$ cat config.mk
export PLATFORM = sky130hd
export DESIGN_NAME = versatile_fifo_sc_mc_flat
export DESIGN_NICKNAME = d
export VERILOG_FILES = /design/src/rtl/versatile_fifo_sc_mc_if.sv /design/src/rtl/versatile_fifo_sc_mc.sv /design/src/flat_wrapper.sv
export SDC_FILE = /design/constraint.sdc
export NUM_CORES = 1
export LEC_CHECK = 0
export ABC_AREA = 0
export CAP_MARGIN = 10
export CELL_PAD_IN_SITES_DETAIL_PLACEMENT = 1
export CELL_PAD_IN_SITES_GLOBAL_PLACEMENT = 2
export CORE_UTILIZATION = 45
export DETAILED_ROUTE_END_ITERATION = 12
export PLACE_DENSITY = 0.8
export SETUP_SLACK_MARGIN = 0.4
export SYNTH_ARGS = -nofsm -noshare
export SYNTH_HDL_FRONTEND = slang
export SYNTH_SLANG_ARGS = --single-unit
export TNS_END_PERCENT = 1
$ cat constraint.sdc
create_clock -name clk -period 6.55 [get_ports clk]
set_input_delay 1.6375 -clock clk [delete_from_list [all_inputs] [get_ports clk]]
set_output_delay 1.6375 -clock clk [all_outputs]
set_load 0.01 [all_outputs]
$ cat src/rtl/versatile_fifo_sc_mc_if.sv
`default_nettype none
// ============================================================================
// Module   : versatile_fifo_sc_mc_if
// Brief    : Channel-steered write/read port bundle of the multi-channel FIFO.
// Revision : 1.0 - initial release
// ============================================================================
interface versatile_fifo_sc_mc_if #(
    parameter int DATA_WIDTH = 18,
    parameter int ADDR_WIDTH = 4,
    parameter int CH_WIDTH   = 1
);
    localparam int NR_OF_CH = 1 << CH_WIDTH;

    logic [DATA_WIDTH-1:0]              d;
    logic                               wr;
    logic [CH_WIDTH-1:0]                wr_ch;
    logic                               rd;
    logic [CH_WIDTH-1:0]                rd_ch;
    logic                               err_clr;
    logic [DATA_WIDTH-1:0]              q;
    logic                               q_valid;
    logic [CH_WIDTH-1:0]                q_ch;
    logic [NR_OF_CH-1:0]                fifo_full;
    logic [NR_OF_CH-1:0]                fifo_empty;
    logic [NR_OF_CH-1:0]                almost_full;
    logic [NR_OF_CH-1:0]                almost_empty;
    logic [NR_OF_CH*(ADDR_WIDTH+1)-1:0] fill_lvl;
    logic [NR_OF_CH-1:0]                overflow;
    logic [NR_OF_CH-1:0]                underflow;

    modport master (
        output d, wr, wr_ch, rd, rd_ch, err_clr,
        input  q, q_valid, q_ch, fifo_full, fifo_empty, almost_full,
               almost_empty, fill_lvl, overflow, underflow
    );

    modport slave (
        input  d, wr, wr_ch, rd, rd_ch, err_clr,
        output q, q_valid, q_ch, fifo_full, fifo_empty, almost_full,
               almost_empty, fill_lvl, overflow, underflow
    );
endinterface
`default_nettype wire

$ cat src/rtl/versatile_fifo_sc_mc.sv
`default_nettype none
// ============================================================================
// Module   : versatile_fifo_sc_mc
// Brief    : Single-clock FIFO with NR_OF_CH channels sharing one dual-port RAM.
// Revision : 1.0 - initial release
// ============================================================================
module versatile_fifo_sc_mc #(
    parameter int DATA_WIDTH = 18,
    parameter int ADDR_WIDTH = 4,
    parameter int CH_WIDTH   = 1,
    parameter int AFULL_LVL  = 12,
    parameter int AEMPTY_LVL = 2
) (
    input  logic                  clk,
    input  logic                  rst,
    versatile_fifo_sc_mc_if.slave bus
);
    localparam int NR_OF_CH = 1 << CH_WIDTH;
    localparam int DEPTH    = NR_OF_CH << ADDR_WIDTH;
    localparam int PW       = ADDR_WIDTH + 1;
    localparam logic [PW-1:0] AFULL_THR  = PW'(AFULL_LVL);
    localparam logic [PW-1:0] AEMPTY_THR = PW'(AEMPTY_LVL);

    logic [DATA_WIDTH-1:0]  r_mem [DEPTH];
    logic [PW-1:0]          w_wptr [NR_OF_CH];
    logic [PW-1:0]          w_rptr [NR_OF_CH];
    logic [NR_OF_CH-1:0]    w_full;
    logic [NR_OF_CH-1:0]    w_empty;
    logic [NR_OF_CH-1:0]    w_afull;
    logic [NR_OF_CH-1:0]    w_aempty;
    logic [NR_OF_CH-1:0]    w_ovf;
    logic [NR_OF_CH-1:0]    w_udf;
    logic [NR_OF_CH*PW-1:0] w_fill_lvl;
    logic                   w_wr_ok;
    logic                   w_rd_ok;
    logic [PW-1:0]          w_wptr_sel;
    logic [PW-1:0]          w_rptr_sel;
    logic [DATA_WIDTH-1:0]  r_q;
    logic                   r_q_valid;
    logic [CH_WIDTH-1:0]    r_q_ch;

    // Acceptance uses the flags of the registered pointers, so a write into
    // an empty channel is never visible to a read in the same cycle.
    assign w_wr_ok    = bus.wr && !w_full[bus.wr_ch];
    assign w_rd_ok    = bus.rd && !w_empty[bus.rd_ch];
    assign w_wptr_sel = w_wptr[bus.wr_ch];
    assign w_rptr_sel = w_rptr[bus.rd_ch];

    for (genvar c = 0; c < NR_OF_CH; c++) begin : g_ch
        logic [PW-1:0] r_wptr;
        logic [PW-1:0] r_rptr;
        logic          r_ovf;
        logic          r_udf;
        logic [PW-1:0] w_fill;
        logic          w_wr_hit;
        logic          w_rd_hit;

        assign w_wr_hit = bus.wr && (bus.wr_ch == CH_WIDTH'(c));
        assign w_rd_hit = bus.rd && (bus.rd_ch == CH_WIDTH'(c));
        assign w_fill   = r_wptr - r_rptr;

        assign w_wptr[c]   = r_wptr;
        assign w_rptr[c]   = r_rptr;
        assign w_empty[c]  = (r_wptr == r_rptr);
        assign w_full[c]   = (r_wptr[PW-1] != r_rptr[PW-1]) &&
                             (r_wptr[PW-2:0] == r_rptr[PW-2:0]);
        assign w_afull[c]  = (w_fill >= AFULL_THR);
        assign w_aempty[c] = (w_fill <= AEMPTY_THR);
        assign w_ovf[c]    = r_ovf;
        assign w_udf[c]    = r_udf;
        assign w_fill_lvl[c*PW +: PW] = w_fill;

        always_ff @(posedge clk or posedge rst) begin
            if (rst) begin
                r_wptr <= '0;
                r_rptr <= '0;
                r_ovf  <= 1'b0;
                r_udf  <= 1'b0;
            end else begin
                if (w_wr_hit && !w_full[c]) begin
                    r_wptr <= r_wptr + 1'b1;
                end
                if (w_rd_hit && !w_empty[c]) begin
                    r_rptr <= r_rptr + 1'b1;
                end
                // A refusal in the clearing cycle keeps its flag set.
                r_ovf <= (r_ovf && !bus.err_clr) || (w_wr_hit && w_full[c]);
                r_udf <= (r_udf && !bus.err_clr) || (w_rd_hit && w_empty[c]);
            end
        end
    end

    always_ff @(posedge clk) begin
        if (w_wr_ok) begin
            r_mem[{bus.wr_ch, w_wptr_sel[PW-2:0]}] <= bus.d;
        end
    end

    always_ff @(posedge clk or posedge rst) begin
        if (rst) begin
            r_q       <= '0;
            r_q_valid <= 1'b0;
            r_q_ch    <= '0;
        end else begin
            r_q_valid <= w_rd_ok;
            if (w_rd_ok) begin
                r_q    <= r_mem[{bus.rd_ch, w_rptr_sel[PW-2:0]}];
                r_q_ch <= bus.rd_ch;
            end
        end
    end

    assign bus.q            = r_q;
    assign bus.q_valid      = r_q_valid;
    assign bus.q_ch         = r_q_ch;
    assign bus.fifo_full    = w_full;
    assign bus.fifo_empty   = w_empty;
    assign bus.almost_full  = w_afull;
    assign bus.almost_empty = w_aempty;
    assign bus.fill_lvl     = w_fill_lvl;
    assign bus.overflow     = w_ovf;
    assign bus.underflow    = w_udf;
endmodule
`default_nettype wire

$ cat src/flat_wrapper.sv
// flat-port wrapper written by rule: the top's interface ports become plain ports
module versatile_fifo_sc_mc_flat 
#(
    parameter int DATA_WIDTH = 18,
    parameter int ADDR_WIDTH = 4,
    parameter int CH_WIDTH   = 1,
    parameter int AFULL_LVL  = 12,
    parameter int AEMPTY_LVL = 2
)
  (clk, rst, bus_d, bus_wr, bus_wr_ch, bus_rd, bus_rd_ch, bus_err_clr, bus_q, bus_q_valid, bus_q_ch, bus_fifo_full, bus_fifo_empty, bus_almost_full, bus_almost_empty, bus_fill_lvl, bus_overflow, bus_underflow);
  versatile_fifo_sc_mc_if #(.DATA_WIDTH(DATA_WIDTH), .ADDR_WIDTH(ADDR_WIDTH), .CH_WIDTH(CH_WIDTH)) bus_i ();
  input  logic clk;
  input  logic rst;
  input wire logic [$bits(bus_i.d)-1:0] bus_d;
  input wire logic [$bits(bus_i.wr)-1:0] bus_wr;
  input wire logic [$bits(bus_i.wr_ch)-1:0] bus_wr_ch;
  input wire logic [$bits(bus_i.rd)-1:0] bus_rd;
  input wire logic [$bits(bus_i.rd_ch)-1:0] bus_rd_ch;
  input wire logic [$bits(bus_i.err_clr)-1:0] bus_err_clr;
  output wire logic [$bits(bus_i.q)-1:0] bus_q;
  output wire logic [$bits(bus_i.q_valid)-1:0] bus_q_valid;
  output wire logic [$bits(bus_i.q_ch)-1:0] bus_q_ch;
  output wire logic [$bits(bus_i.fifo_full)-1:0] bus_fifo_full;
  output wire logic [$bits(bus_i.fifo_empty)-1:0] bus_fifo_empty;
  output wire logic [$bits(bus_i.almost_full)-1:0] bus_almost_full;
  output wire logic [$bits(bus_i.almost_empty)-1:0] bus_almost_empty;
  output wire logic [$bits(bus_i.fill_lvl)-1:0] bus_fill_lvl;
  output wire logic [$bits(bus_i.overflow)-1:0] bus_overflow;
  output wire logic [$bits(bus_i.underflow)-1:0] bus_underflow;
  assign bus_i.d = bus_d;
  assign bus_i.wr = bus_wr;
  assign bus_i.wr_ch = bus_wr_ch;
  assign bus_i.rd = bus_rd;
  assign bus_i.rd_ch = bus_rd_ch;
  assign bus_i.err_clr = bus_err_clr;
  assign bus_q = bus_i.q;
  assign bus_q_valid = bus_i.q_valid;
  assign bus_q_ch = bus_i.q_ch;
  assign bus_fifo_full = bus_i.fifo_full;
  assign bus_fifo_empty = bus_i.fifo_empty;
  assign bus_almost_full = bus_i.almost_full;
  assign bus_almost_empty = bus_i.almost_empty;
  assign bus_fill_lvl = bus_i.fill_lvl;
  assign bus_overflow = bus_i.overflow;
  assign bus_underflow = bus_i.underflow;
  versatile_fifo_sc_mc #(.DATA_WIDTH(DATA_WIDTH), .ADDR_WIDTH(ADDR_WIDTH), .CH_WIDTH(CH_WIDTH), .AFULL_LVL(AFULL_LVL), .AEMPTY_LVL(AEMPTY_LVL)) u_core (.clk(clk), .rst(rst), .bus(bus_i));
endmodule
# Word level (Yosys, flattened, before mapping)
# Memory sizes are Yosys's and may differ from the RTL's. A register that Yosys moved wholly into a read port is not among the register bits.
# Cells that the tools add are included.
# classes
add_sub_neg	6
order_cmp	8
eq_ne	6
n_mux	12
bitwise_logic	4
n_reduce_logical	31
# op_table
cell	count
$mux 4	6
$add 5x1->5 const B	4
$logic_and 1x1->1	20
$eq 5x5->1	2
$ge 5x4->1 const B	2
$le 5x2->1 const B	2
$sub 5x5->5	2
$eq 4x4->1	2
$logic_not 1->1	7
$mux 1	6
$ge 2x2->1 const B	2
$logic_or 1x1->1	4
$lt 1x2->1 const B	2
$not 1->2	2
$ne 1x1->1	2
$not 1->1	2
# word_totals
register_bits	26
ram_bits	576
inputBits	25
output_inout_bits	42
wordCells	78
n_memories	1
# mem_list
name	words	word_bits	rd	rd_clocked_by_memory_dff	write_ports	line	rtl
u_core.r_mem	32	18	1	1	1	versatile_fifo_sc_mc.sv:24	logic [DATA_WIDTH-1:0] r_mem [DEPTH];

# Logic depth before layout (Yosys ltp)
# Gate-level depths: netlist of run 1.
# depth
ltp_word	8
mapped_depth	12
ltp_nobuf	8

# Least setup slack after synthesis of run 1
# No wires, ideal clock.
# synth_path
kind	flip-flop to output port
startpoint	reg u_core.g_ch[1].r_rptr[1]
endpoint	out bus_almost_empty[1]
t_arrival_ns	2.373
t_required_ns	4.912
setup_slack_ns	2.540
path_stages_with_launch	9
n_path_buf	2
path_cell_list	dfrtp_1 -> buf_2 -> clkinv_1 -> clkbuf_1 -> ha_1 -> a21o_1 -> a21oi_1 -> xnor2_1 -> a2111oi_0
# synth_via
elab_chain_len	2
# synth_lines
element	line	rtl
start: declaration	versatile_fifo_sc_mc.sv:51	logic [PW-1:0] r_rptr;
start signal: assignment	versatile_fifo_sc_mc.sv:84	r_rptr <= r_rptr + 1'b1;
$sub 5x5->5	versatile_fifo_sc_mc.sv:60	assign w_fill = r_wptr - r_rptr;
via bus_fill_lvl[8]	flat_wrapper.sv:27	output wire logic [$bits(bus_i.fill_lvl)-1:0] bus_fill_lvl;
$le 5x2->1	versatile_fifo_sc_mc.sv:68	assign w_aempty[c] = (w_fill <= AEMPTY_THR);
end: declaration	flat_wrapper.sv:26	output wire logic [$bits(bus_i.almost_empty)-1:0] bus_almost_empty;
# The timed path passes the listed nets, and every way through them passes these cells.

# Worst setup path after layout of run 1
# layout_path
startpoint	reg u_core.g_ch[0].r_rptr[0]
endpoint	out bus_almost_empty[0]
# layout_via
elab_chain_len	2
# layout_lines
element	line
start: declaration	versatile_fifo_sc_mc.sv:51
start signal: assignment	versatile_fifo_sc_mc.sv:84
$sub 5x5->5	versatile_fifo_sc_mc.sv:60
$le 5x2->1	versatile_fifo_sc_mc.sv:68
# No other way between the ends.

==> results of run 1 <==
## cell usage after synthesis, drive strengths merged, types with 2 or more instances
cell type,number
edfxtp,576
nand2b,397
a22oi,182
o21ai,153
a21oi,147
nor2,114
inv,94
clkbuf,91
buf,87
o221ai,72
nand2,58
dfrtp,44
o22ai,36
o211ai,34
nand4,27
nand3,23
nor2b,23
o21bai,20
a2bb2oi,19
xnor2,19
a41oi,18
nor4,18
o31ai,18
a211o,17
a221oi,17
a31oi,17
ha,12
a21o,9
nand3b,6
xor2,5
nor3b,3
o21a,3
a2111oi,2
clkinv,2
fa,2
mux2,2
mux2i,2
nor3,2
o32ai,2
## cell type report
class | count | area, µm²
Timing Repair Buffer | 141 | 1301
Multi-Input combinational cell | 1487 | 9585
Clock buffer | 95 | 1886
Inverter | 96 | 360.3
Tap cell | 846 | 1059
Sequential cell | 620 | 18410
Fill cell | 6453 | 30600
Clock inverter | 26 | 226.5
## cell families (layout without fill, tap and decap cells)
| logic type | count (synthesis) | in the layout |
|---|---|---|
| and+or+nand+nor | 674 | 674 |
| buffers and inverters | 274 | 358 |
| adders and majority gates | 14 | 14 |
| muxes | 4 | 4 |
| DFF | 620 | 620 |
| xor gates and xnor gates | 24 | 24 |
| AOI/OAI and AO/OA | 771 | 771 |
## layer usage
| metal | wire length [µm] | vias to the layer above | global-route usage, % | part of all wire, % |
|---|---|---|---|---|
| met5 | 0 | - | 0 | 0 |
| met2 | 46250 | 916 | 47.98 | 47 |
| li1 | - | 9091 | - | - |
| met3 | 7049 | 202 | 4.565 | 7.2 |
| met1 | 40330 | 10990 | 39.26 | 41 |
| met4 | 4841 | 0 | 15.15 | 4.9 |
## flip-flops by register name (all words and copies together), names as in the netlist
signal              flops
u_core.bus.q           18
u_core.bus.q_ch         1
u_core.bus.q_valid      1
u_core.g_ch.r_ovf       2
u_core.g_ch.r_rptr     10
u_core.g_ch.r_udf       2
u_core.g_ch.r_wptr     10
u_core.r_mem          576
## final timing paths
kind                                            end                     start  slack (ns)
hold reg to reg            u_core.g_ch[0].r_rptr[4]  u_core.g_ch[0].r_rptr[4]        0.49
min in group asynchronous      u_core.g_ch[0].r_ovf                       rst        1.53
setup reg to reg                    u_core.bus.q[6]  u_core.g_ch[0].r_rptr[0]        2.08
max in group asynchronous  u_core.g_ch[1].r_rptr[0]                       rst        4.51
setup / recovery                bus_almost_empty[0]  u_core.g_ch[0].r_rptr[0]        1.36
hold / removal             u_core.g_ch[0].r_rptr[4]  u_core.g_ch[0].r_rptr[4]        0.49
## per-stage QoR
| step | hold slack, ns | worst slack [ns] | cell area (µm²) | utilization [%] |
|---|---|---|---|---|
| after floorplan | 0.4642 | 2.540 | 29060 | - |
| after global placement | 0.4809 | 1.447 | 30700 | 48.40 |
| after detailed placement | 0.4840 | 1.376 | 30700 | 48.40 |
| after CTS | 0.4947 | 1.258 | 32810 | 51.73 |
| after global routing | 0.5084 | 1.174 | 32820 | 51.75 |
| final | 0.4943 | 1.361 | 32820 | 51.75 |
## power by group
| part | leakage (nW) | internal (mW) | switching (mW) |
|---|---|---|---|
| sequential | 5.72 | 4.62 | 0.390 |
| combinational | 4.09 | 2.19 | 3.74 |
| clock | 1.04 | 2.14 | 1.58 |
## critical path, cell delays in order, from the launching register on
cell             delay [ns]
dfrtp_4                0.69
ha_1                   0.33
fa_1                   0.41
inv_1                  0.08
a21o_1                 0.10
a21oi_1                0.07
xor2_1                 0.17
a2111oi_0              0.45
clkdlybuf4s50_1        0.63
==> metrics, run 1 <==
Layout Cells excl Fill between 3000 and 4000; Rel. slew slack between 20% and 30%; share of cells above drive strength 1 between 8 and 9%; Clock Skew around 0.033 ns; Critical Path AT roughly 3.6 ns; Inst Count DP around 3200; async set or reset register ratio after synthesis slightly above 7%; mux share of post-synthesis cell area 0.1895%; CP Launch Type flop; top-area cell type share of the netlist area about 60%; number of enable flip-flop cells after synthesis around 580; Die W 256.1 µm; Initial Util between 40% and 50%; Synth Area in XOR/XNOR less than 1%; CP Capture Type primary output; leakage between 10 and 15 nW; vias per cell about 6.4; status finished clean; largest family of logic cells by synthesized area compound AO/OA/AOI/OAI gates; Clock Latency Late Sink between 0.6 and 0.7 ns; Total Routed Length around 98000 µm; initial detailed-routing violation count 2087; Mapped Cells around 2400; # DRC 0; DR WL/cell roughly 30 µm; Hold WC Path Type reg -> reg; sequential-to-total area share from yosys stat between 60% and 70%; Min-Delay Path Depth 1; Synth area leader edfxtp_1; nets approximately 2500; Pre-Repair DR Iteration Count 7; Ports 67; first-pass GRT wire length roughly 150000 µm; IO buf count between 60 and 70; CTS tree built; Fin Setup TNS 0 ns; yosys synthesis warning count 0; Distinct cells, synth 61; Vias roughly 21000; max_cap viols 0; Crit Path Max Fanout between 40 and 50; leading cell type in the layout, fill and taps excluded edfxtp_1; Post-Syn Area per Cell approximately 12 µm²; Synth area leaders edfxtp_1 60%, nand2b_1 8.5%, a22oi_1 4.7%, dfrtp_1 3.8%, a21oi_1 2.5%; peak supply drop between 0.3 and 0.4 mV; Hold Vio Cnt, Final 0; Area Growth Syn to Fin 12.96%; gr usage total around 30%; Crit Path Category reg -> out; Post-CTS Setup Bufs 0; final setup fails 0; Post-CTS Hold Fix Bufs 0; Post-synth top flop edfxtp_1; post-DP HPWL between 50000 and 60000 µm; pin count of the biggest net entering global routing 111; flops & latches, synth between 600 and 700; most frequent cells in the layout 576 x edfxtp_1, 396 x nand2b_1, 181 x a22oi_1; syn_nets between 2000 and 2500; Num CTS Buffers 68; Reg2Reg Depth 7; CORE AREA between 60000 and 70000 µm²; Root Buffer clkbuf_16; grt total ovfl 0; Worst-path clk slew approximately 0.050 ns; fin. max-slew vios 0; number of cell rows 92; Simple-Gate Fraction of Synth Area between 10% and 20%; initial antenna violation count 2; PD cells about 450 nW/µm²; post-synthesis compound-gate area fraction between 15 and 20%; Worst-Margin Slew between 1 and 1.5 ns; fin crit share 79.23%; worst path required time about 4.9 ns; die height 256.1 µm; CTS H-Tree Depth 3; Clock Tree Buf Depth 3; Clock Sinks just over 600; Cell Area, Synth 29060 µm²; RSZ-0062 raised after global routing no; vias in the first global route roughly 23000; Adder-Cell Fraction of Synth Area less than 1%; fmax a little under 0.2 GHz; post-layout minimum cycle time approximately 5.2 ns; total die area 65590 µm²; PostCTS Resize Cnt 0; Antenna Cells 0; RePlAce Congestion between 0.8 and 0.9; total power between 10 and 15 mW; post-route ant nets 0
Power figures use the tool's default switching activity.
==> inputs of run 2 (changes only) <==
--- a/config.mk
+++ b/config.mk
@@ -9,9 +9,9 @@
 export CAP_MARGIN = 10
 export CELL_PAD_IN_SITES_DETAIL_PLACEMENT = 1
 export CELL_PAD_IN_SITES_GLOBAL_PLACEMENT = 2
-export CORE_UTILIZATION = 45
+export CORE_UTILIZATION = 44
 export DETAILED_ROUTE_END_ITERATION = 12
-export PLACE_DENSITY = 0.8
+export PLACE_DENSITY = 0.78
 export SETUP_SLACK_MARGIN = 0.4
 export SYNTH_ARGS = -nofsm -noshare
 export SYNTH_HDL_FRONTEND = slang
==> constraint.sdc (replaced) <==
create_clock -name clk -period 4.8 [get_ports clk]
set_input_delay 1.2 -clock clk [delete_from_list [all_inputs] [get_ports clk]]
set_output_delay 1.2 -clock clk [all_outputs]
set_load 0.01 [all_outputs]
==> run 2 against run 1 <==
  * Critical endpoint is now bus_almost_full[0]
  * First-iteration DRC count is 14% lower
  * Final cell count is 1.5% higher
  * Critical path depth is 1 lower
  * Hold slack worse by 0.0030 ns
  * Non-clock buffer count is 33 higher
  * Sequential share of layout area is 0.62 points lower
  * Power is 38% higher
  * Die area is 2.3% higher
==> metrics, run 2 (synthesis gave the netlist of run 1 again) <==
status finished clean; # DRC 0 (unchanged); Post-CTS Hold Fix Bufs 0 (unchanged); Clock Sinks 620 (unchanged); Ports 67 (unchanged); PD cells 611.1 nW/µm² (+37%); Critical Path AT 3.04 ns (-0.51 ns); share of cells above drive strength 1 10.14% (+1.3 points); fin. max-slew vios 0 (unchanged); Sequential Power Share 33.2% (-1.0 points); Critical Path Most Common Cell a21o_1; leakage 11.09 nW (+2.3%); Vias 21120 (-0.41%); P_sw 7.846 mW (+37%); first-pass GRT wire length 145100 µm (-0.21%); Rel. slew slack 21.18% (-4.8 points); Initial Util 44.84% (-0.98 points); fmax 0.2357 GHz; die height 259.0 µm (+1.1%); Total Routed Length 98310 µm (-0.16%); switch share 38.67% (-0.30 points); Post-CTS Setup Bufs 0 (unchanged); Num CTS Buffers 70 (+2.9%); worst path required time 3.60 ns (-1.31 ns); CTS H-Tree Depth 3 (unchanged); nets 2488 (+1.4%); Gate power share 41.2% (+0.8 points); Root Buffer clkbuf_16; Clock Tree Buf Depth 3 (unchanged); vias in the first global route 22450 (-0.60%); storage element area 18410 µm² (about the same); Clock Latency Late Sink 0.62 ns (about the same); DR WL/cell 29.26 µm (-1.6%); final worst slack 0.5581 ns (-0.8024 ns); Worst-Margin Slew 1.182 ns (+0.07121 ns); post-layout minimum cycle time 4.242 ns; Fin Setup TNS 0 ns (unchanged); RSZ-0062 raised after global routing no; Clock Power Share 25.7% (+0.3 points); Crit Path Max Fanout 9 (-81%); post-route ant nets 0 (unchanged); pre-CTS setup slack 0.5155 ns (-0.8601 ns); multi-input logic area 9540 µm² (-0.47%); vias per cell 6.284 (-1.9%); Area Growth Syn to Fin 14.24%; max_cap viols 0 (unchanged); Hold WC Path Type reg -> reg; final setup fails 0 (unchanged); CP Capture Type primary output; cell family contributing the most delay on the critical path flip-flops; Buffers & Inverters on Critical Path 2 (unchanged); Crit Path Category reg -> out; max reg flops 576 (unchanged); initial detailed-routing violation count 1805 (-14%); grt total ovfl 0 (unchanged); fillcell total 6543 (+1.4%); total die area 67080 µm² (+2.3%); peak supply drop 0.5913 mV (+48%); most frequent cells in the layout 576 x edfxtp_1, 396 x nand2b_1, 181 x a22oi_1; Hold Vio Cnt, Final 0 (unchanged); IO buf count 66 (unchanged); Int Pwr 12.44 mW (+39%); number of cell rows 93 (+1.1%); fin crit share 88.37%; Worst path slowest cell dfrtp_1; Clock Skew 0.02240 ns (-0.01020 ns); CP Launch Type flop; CTS tree built; CP cell instances inv_1 -> ha_1 -> a21o_1 -> a21oi_1 -> xnor2_1 -> a21o_1 -> clkdlybuf4s50_1; post-DP HPWL 56520 µm (-1.6%); Worst-path clk slew 0.06 ns (about the same); initial antenna violation count 2 (unchanged); CORE AREA 64810 µm² (+2.2%); pin count of the biggest net entering global routing 170 (+53%); gr usage total 29.37% (-0.45 points); leading cell type in the layout, fill and taps excluded edfxtp_1; Pre-Repair DR Iteration Count 5 (-2); Die W 259.0 µm (+1.1%); Worst path max stage delay 0.74 ns (+0.05 ns); RePlAce Congestion 0.8234 (-1.6%)
## run 2: cell types whose count changed in the layout (fill, tap and decap cells not counted), sizes merged
cell / previous run / this run
clkdlybuf4s50: 65 / 63
inv: 98 / 97
diode: 0 / 1
dlymetal6s2s: 0 / 1
buf: 76 / 109
clkinvlp: 1 / 2
dlygate4sd2: 0 / 1
clkbuf: 95 / 91
clkinv: 20 / 29
bufinv: 3 / 4
## run 2: final cells by class
class,count,area share (%)
tap,855,3.223
inverter,96,1.085
clock inverter,36,0.8782
clock buffer,91,5.703
sequential,620,55.45
antenna,1,0.007538
timing repair buffer,174,4.911
multi-input combinational,1487,28.74
## run 2: worst paths after layout
kind	from	slack, ns	depth (start not counted)	end
max in group asynchronous	rst	3.22	3	u_core.g_ch[1].r_rptr[0]
min in group asynchronous	rst	0.98	2	u_core.g_ch[0].r_ovf
hold reg to reg	u_core.g_ch[1].r_wptr[4]	0.49	1	u_core.g_ch[1].r_wptr[4]
hold / removal	u_core.g_ch[1].r_wptr[4]	0.49	1	u_core.g_ch[1].r_wptr[4]
setup reg to reg	u_core.g_ch[0].r_rptr[0]	0.86	8	u_core.bus.q[15]
setup / recovery	u_core.g_ch[0].r_rptr[1]	0.56	7	bus_almost_full[0]
## run 2: power groups by stage
stage | logic (mW) | clock network, mW | registers, mW
finish | 8.35 | 5.20 | 6.73
floorplan | 5.09 | 0 | 6.63
detailed placement | 8.26 | 0 | 6.80
CTS | 8.32 | 5.27 | 6.70
global route | 8.95 | 5.45 | 6.75
global placement | 8.06 | 0 | 6.79
## run 2: routing by layer
metal	vias up	track usage, %	wire (µm)
li1	9153	-	-
met1	10990	39.12	41540
met2	782	48.43	47000
met3	186	4.384	6224
met4	2	11.42	3527
met5	-	0	13
## run 2: worst reg2reg max path, cell delays in order (launching register included)
cell and delay (ns):
dfrtp_4 0.43, buf_12 0.49, buf_4 0.87, a22oi_4 0.45, buf_4 0.30, a21oi_1 0.13
o21ai_0 0.10, a31oi_1 0.72, a41oi_1 0.25
## run 2: per-stage QoR
stage	std cells	utilization (%)	cell area [µm²]	total power, mW	hold WS, ns
after floorplan	2381	-	29060	11.72	0.4642
after global placement	3231	47.81	30980	14.85	0.4804
after detailed placement	3231	47.81	30980	15.07	0.4845
after CTS	3358	51.17	33170	20.30	0.4934
after global routing	3359	51.22	33190	21.15	0.5268
final	3360	51.22	33200	20.29	0.4913
## run 2: repair_timing
| item | CTS | global route |
|---|---|---|
| setup endpoints to repair | 1 | 1 |
| gates resized for setup | 1 | 4 |
| hold endpoints to repair | 0 | 0 |
==> RTL edit: new RTL, settings of run 2 <==
Reset style: synchronous (`rst`), changed in 2 clocked blocks.
--- a/src/rtl/versatile_fifo_sc_mc.sv
+++ b/src/rtl/versatile_fifo_sc_mc.sv
@@ -72,3 +72,3 @@
 
-        always_ff @(posedge clk or posedge rst) begin
+        always_ff @(posedge clk) begin
             if (rst) begin
@@ -98,3 +98,3 @@
 
-    always_ff @(posedge clk or posedge rst) begin
+    always_ff @(posedge clk) begin
         if (rst) begin
Check against the original RTL: differs if rst is asserted again (counterexample within 4 cycles, from zero or initial values and one cycle with rst high); with rst held inactive, the same outputs for 4 cycles.
==> RTL edit against run 2 <==
- sequential cell count unchanged
- area after synthesis decreased by 16%
- register-to-register slack improved by 320 ps
- synthesized cell count is 34% lower
- design area down 13%
- count of clock-buffer cells in the layout grew 4
- routed wire length is 29% lower
- setup slack better by 89 ps
- first-iteration DRC count decreased by 27%
- worst hold slack got worse by 1.9 ps
- die area decreased by 16%
- critical path type unchanged
Power is not compared: it rests on default switching activity, and its combinational part moved more than twofold at a synthesized area within 25%.
==> RTL edit: results (changes against run 2) <==
Place
  • Detailed Place HPWL: 41900 um (-26%)
  • GPL Wtd Cong: 0.797 (-3.2%)
  • PortBufs: 66 (unchanged)

GRT
  • Grt met1 use: 0.324 (-0.0670)
  • Met2 Use GR: 0.421 (-0.0629)
  • Vias in the first global route: 15300 (-32%)
  • Largest net degree at the start of global routing: 42 (-75%)
  • Initial antenna violation count: 3 (+1)
  • First-pass GRT wire length: 101000 um (-30%)
  • Total GRT Usage: 0.251 (-0.0429)
  • Grt met3 use: 0.0487 (+0.00482)

Finish
  • FILL cells: 5090 (-22%)
  • Max reg flops: 576 (unchanged)
  • N_diodes: 0 (-1)
  • Share of layout cells above drive strength 1: 0.136 (+0.0346)
  • Nets: 1754 (-30%)

Detailed routing
  • Remaining DRCs: 0 (unchanged)
  • Routed length per instance: 27.9 um (-4.7%)
  • Drt pass-1 iters: 5 (unchanged)
  • Via-per-instance ratio: 5.79 (-7.8%)
  • Initial DRC count: 1315 (-27%)

Logic synthesis
  • Post-synthesis mux area share: 0.0958 (+0.0940)
  • Distinct cell type count after synthesis: 45 (-26%)
  • Largest cells by area after synthesis: edfxtp_1 71%, mux2i_1 7.3%, dfxtp_1 3.6%
  • Sequential area share after synthesis: 0.745 (+0.112)
  • Top cells by instance count after synthesis: 576 x edfxtp_1, 228 x nand2_1, 179 x mux2i_1
  • Mapped Nets: 1619 (-33%)
  • Post-Synth XOR/XNOR Area: 0.00861 (+0.00138)
  • Post-synth ARST share: 0 (-0.0710)
  • Post-Synth Adder-Cell Area: 0.00779 (+0.00125)
  • Synth Area in Compound Gates: 0.0564 (-0.122)
  • Synth warnings: 0 (unchanged)

Worst setup path
  • CP Max Fanout: 10 (+1)
  • Worst reg-to-reg setup slack: 1180 ps (+320 ps)
  • CP arrival: 2950 ps (-90 ps)
  • CP max stage cell: fa_1
  • Slowest stage delay, CP: 480 ps (-260 ps)

Min path
  • HP Class: flop to flop

Clocking
  • # H-tree levels: 3 (unchanged)
  • Clock transition at path regs: 50 ps
  • Total CTS buffers: 67 (-4.3%)
  • Clock Root Buffer: clkbuf_16

Timing
  • Hold_ws: 489 ps (-1.92 ps)
  • Worst Skew: 20.6 ps (-1.76 ps)
  • Worst Tran Pin Value: 1230 ps (+49.6 ps)

Status
  • Status: finished, final reports clean

Pwr
  • Leak: 9.17 nW
  • Worst VDD drop: 0.223 mV
RTL edit: cell count changes in the layout (fill, tap and decap cells not counted), moves of 28 or more:
| cell | run 2 | this run |
|---|---|---|
| dfrtp_1 | 39 | 0 |
| o21ai_0 | 129 | 13 |
| dfxtp_1 | 0 | 40 |
| o221ai_1 | 72 | 0 |
| nand2b_1 | 396 | 3 |
| buf_4 | 95 | 67 |
| inv_1 | 92 | 17 |
| a22oi_1 | 181 | 0 |
| mux2i_1 | 1 | 177 |
| a21oi_1 | 147 | 116 |
| o211ai_1 | 34 | 0 |
| nor2_1 | 88 | 31 |
| nand2_1 | 58 | 228 |
RTL edit: cell type report:
| type | instances | area (um^2) | share of cell area |
|---|---|---|---|
| inverters | 18 | 67.6 | 0.00235 |
| flip-flops and latches | 620 | 18200 | 0.631 |
| well taps | 739 | 925 | 0.0321 |
| clock buffers | 95 | 1890 | 0.0658 |
| repair buffers | 149 | 1520 | 0.0528 |
| multi-input cells | 859 | 5900 | 0.205 |
| clock inverters | 23 | 318 | 0.0110 |
RTL edit: cell families after synthesis:
group | after synthesis
adder cells (fa/ha/maj) | 14
buffers and inverters | 101
flip-flops | 620
AND/OR/NAND/NOR | 384
AO/OA/AOI/OAI | 233
XOR/XNOR | 24
multiplexers | 204
RTL edit: timing repair:
action,in CTS,in global routing
buffers inserted,0,0
hold buffers,0,0
endpoints found under the setup margin,3,1
resized for setup,5,4
pin swaps,0,0
RTL edit: where the power goes:
group	total, mW	switching [mW]	internal, mW	leakage (nW)
sequential	5.98	0.0346	5.94	5.55
clock	5.22	2.04	3.17	1.08
combinational	0.616	0.387	0.229	2.54
RTL edit: through the flow:
step           power, mW  setup slack (ps)  cells  area, um^2
2_1_floorplan       6.36               973   1580       24400
3_3_place_gp        6.67               416   2376       26400
3_5_place_dp        6.69               393   2376       26400
4_1_cts             11.9               373   2494       28600
5_1_grt             12.1               444   2503       28800
6_report            11.8               647   2503       28800
RTL edit: path summary, 6_finish.rpt:
path                             from              endpoint  depth (start not counted)
max          u_core.g_ch[0].r_rptr[1]   bus_almost_empty[0]                          8
min              u_core.g_ch[1].r_udf  u_core.g_ch[1].r_udf                          2
min reg2reg      u_core.g_ch[1].r_udf  u_core.g_ch[1].r_udf                          2
max reg2reg  u_core.g_ch[1].r_rptr[2]       u_core.bus.q[3]                          8
RTL edit: worst max-delay path, delay by kind of cell (launching register included):
kind	cells	cell delay, ps
AO/OA/AOI/OAI	3	740
buffers and inverters	3	700
adder cells (fa/ha/maj)	1	480
flip-flops	1	300
XOR/XNOR	1	120
RTL edit: routing by layer:
metal | part of all wire | routed length, um | up-vias
met1 | 0.41 | 28900 | 7526
li1 | - | - | 6317
met2 | 0.49 | 34200 | 517
met3 | 0.062 | 4320 | 138
met5 | 0.00053 | 37 | -
met4 | 0.034 | 2410 | 6
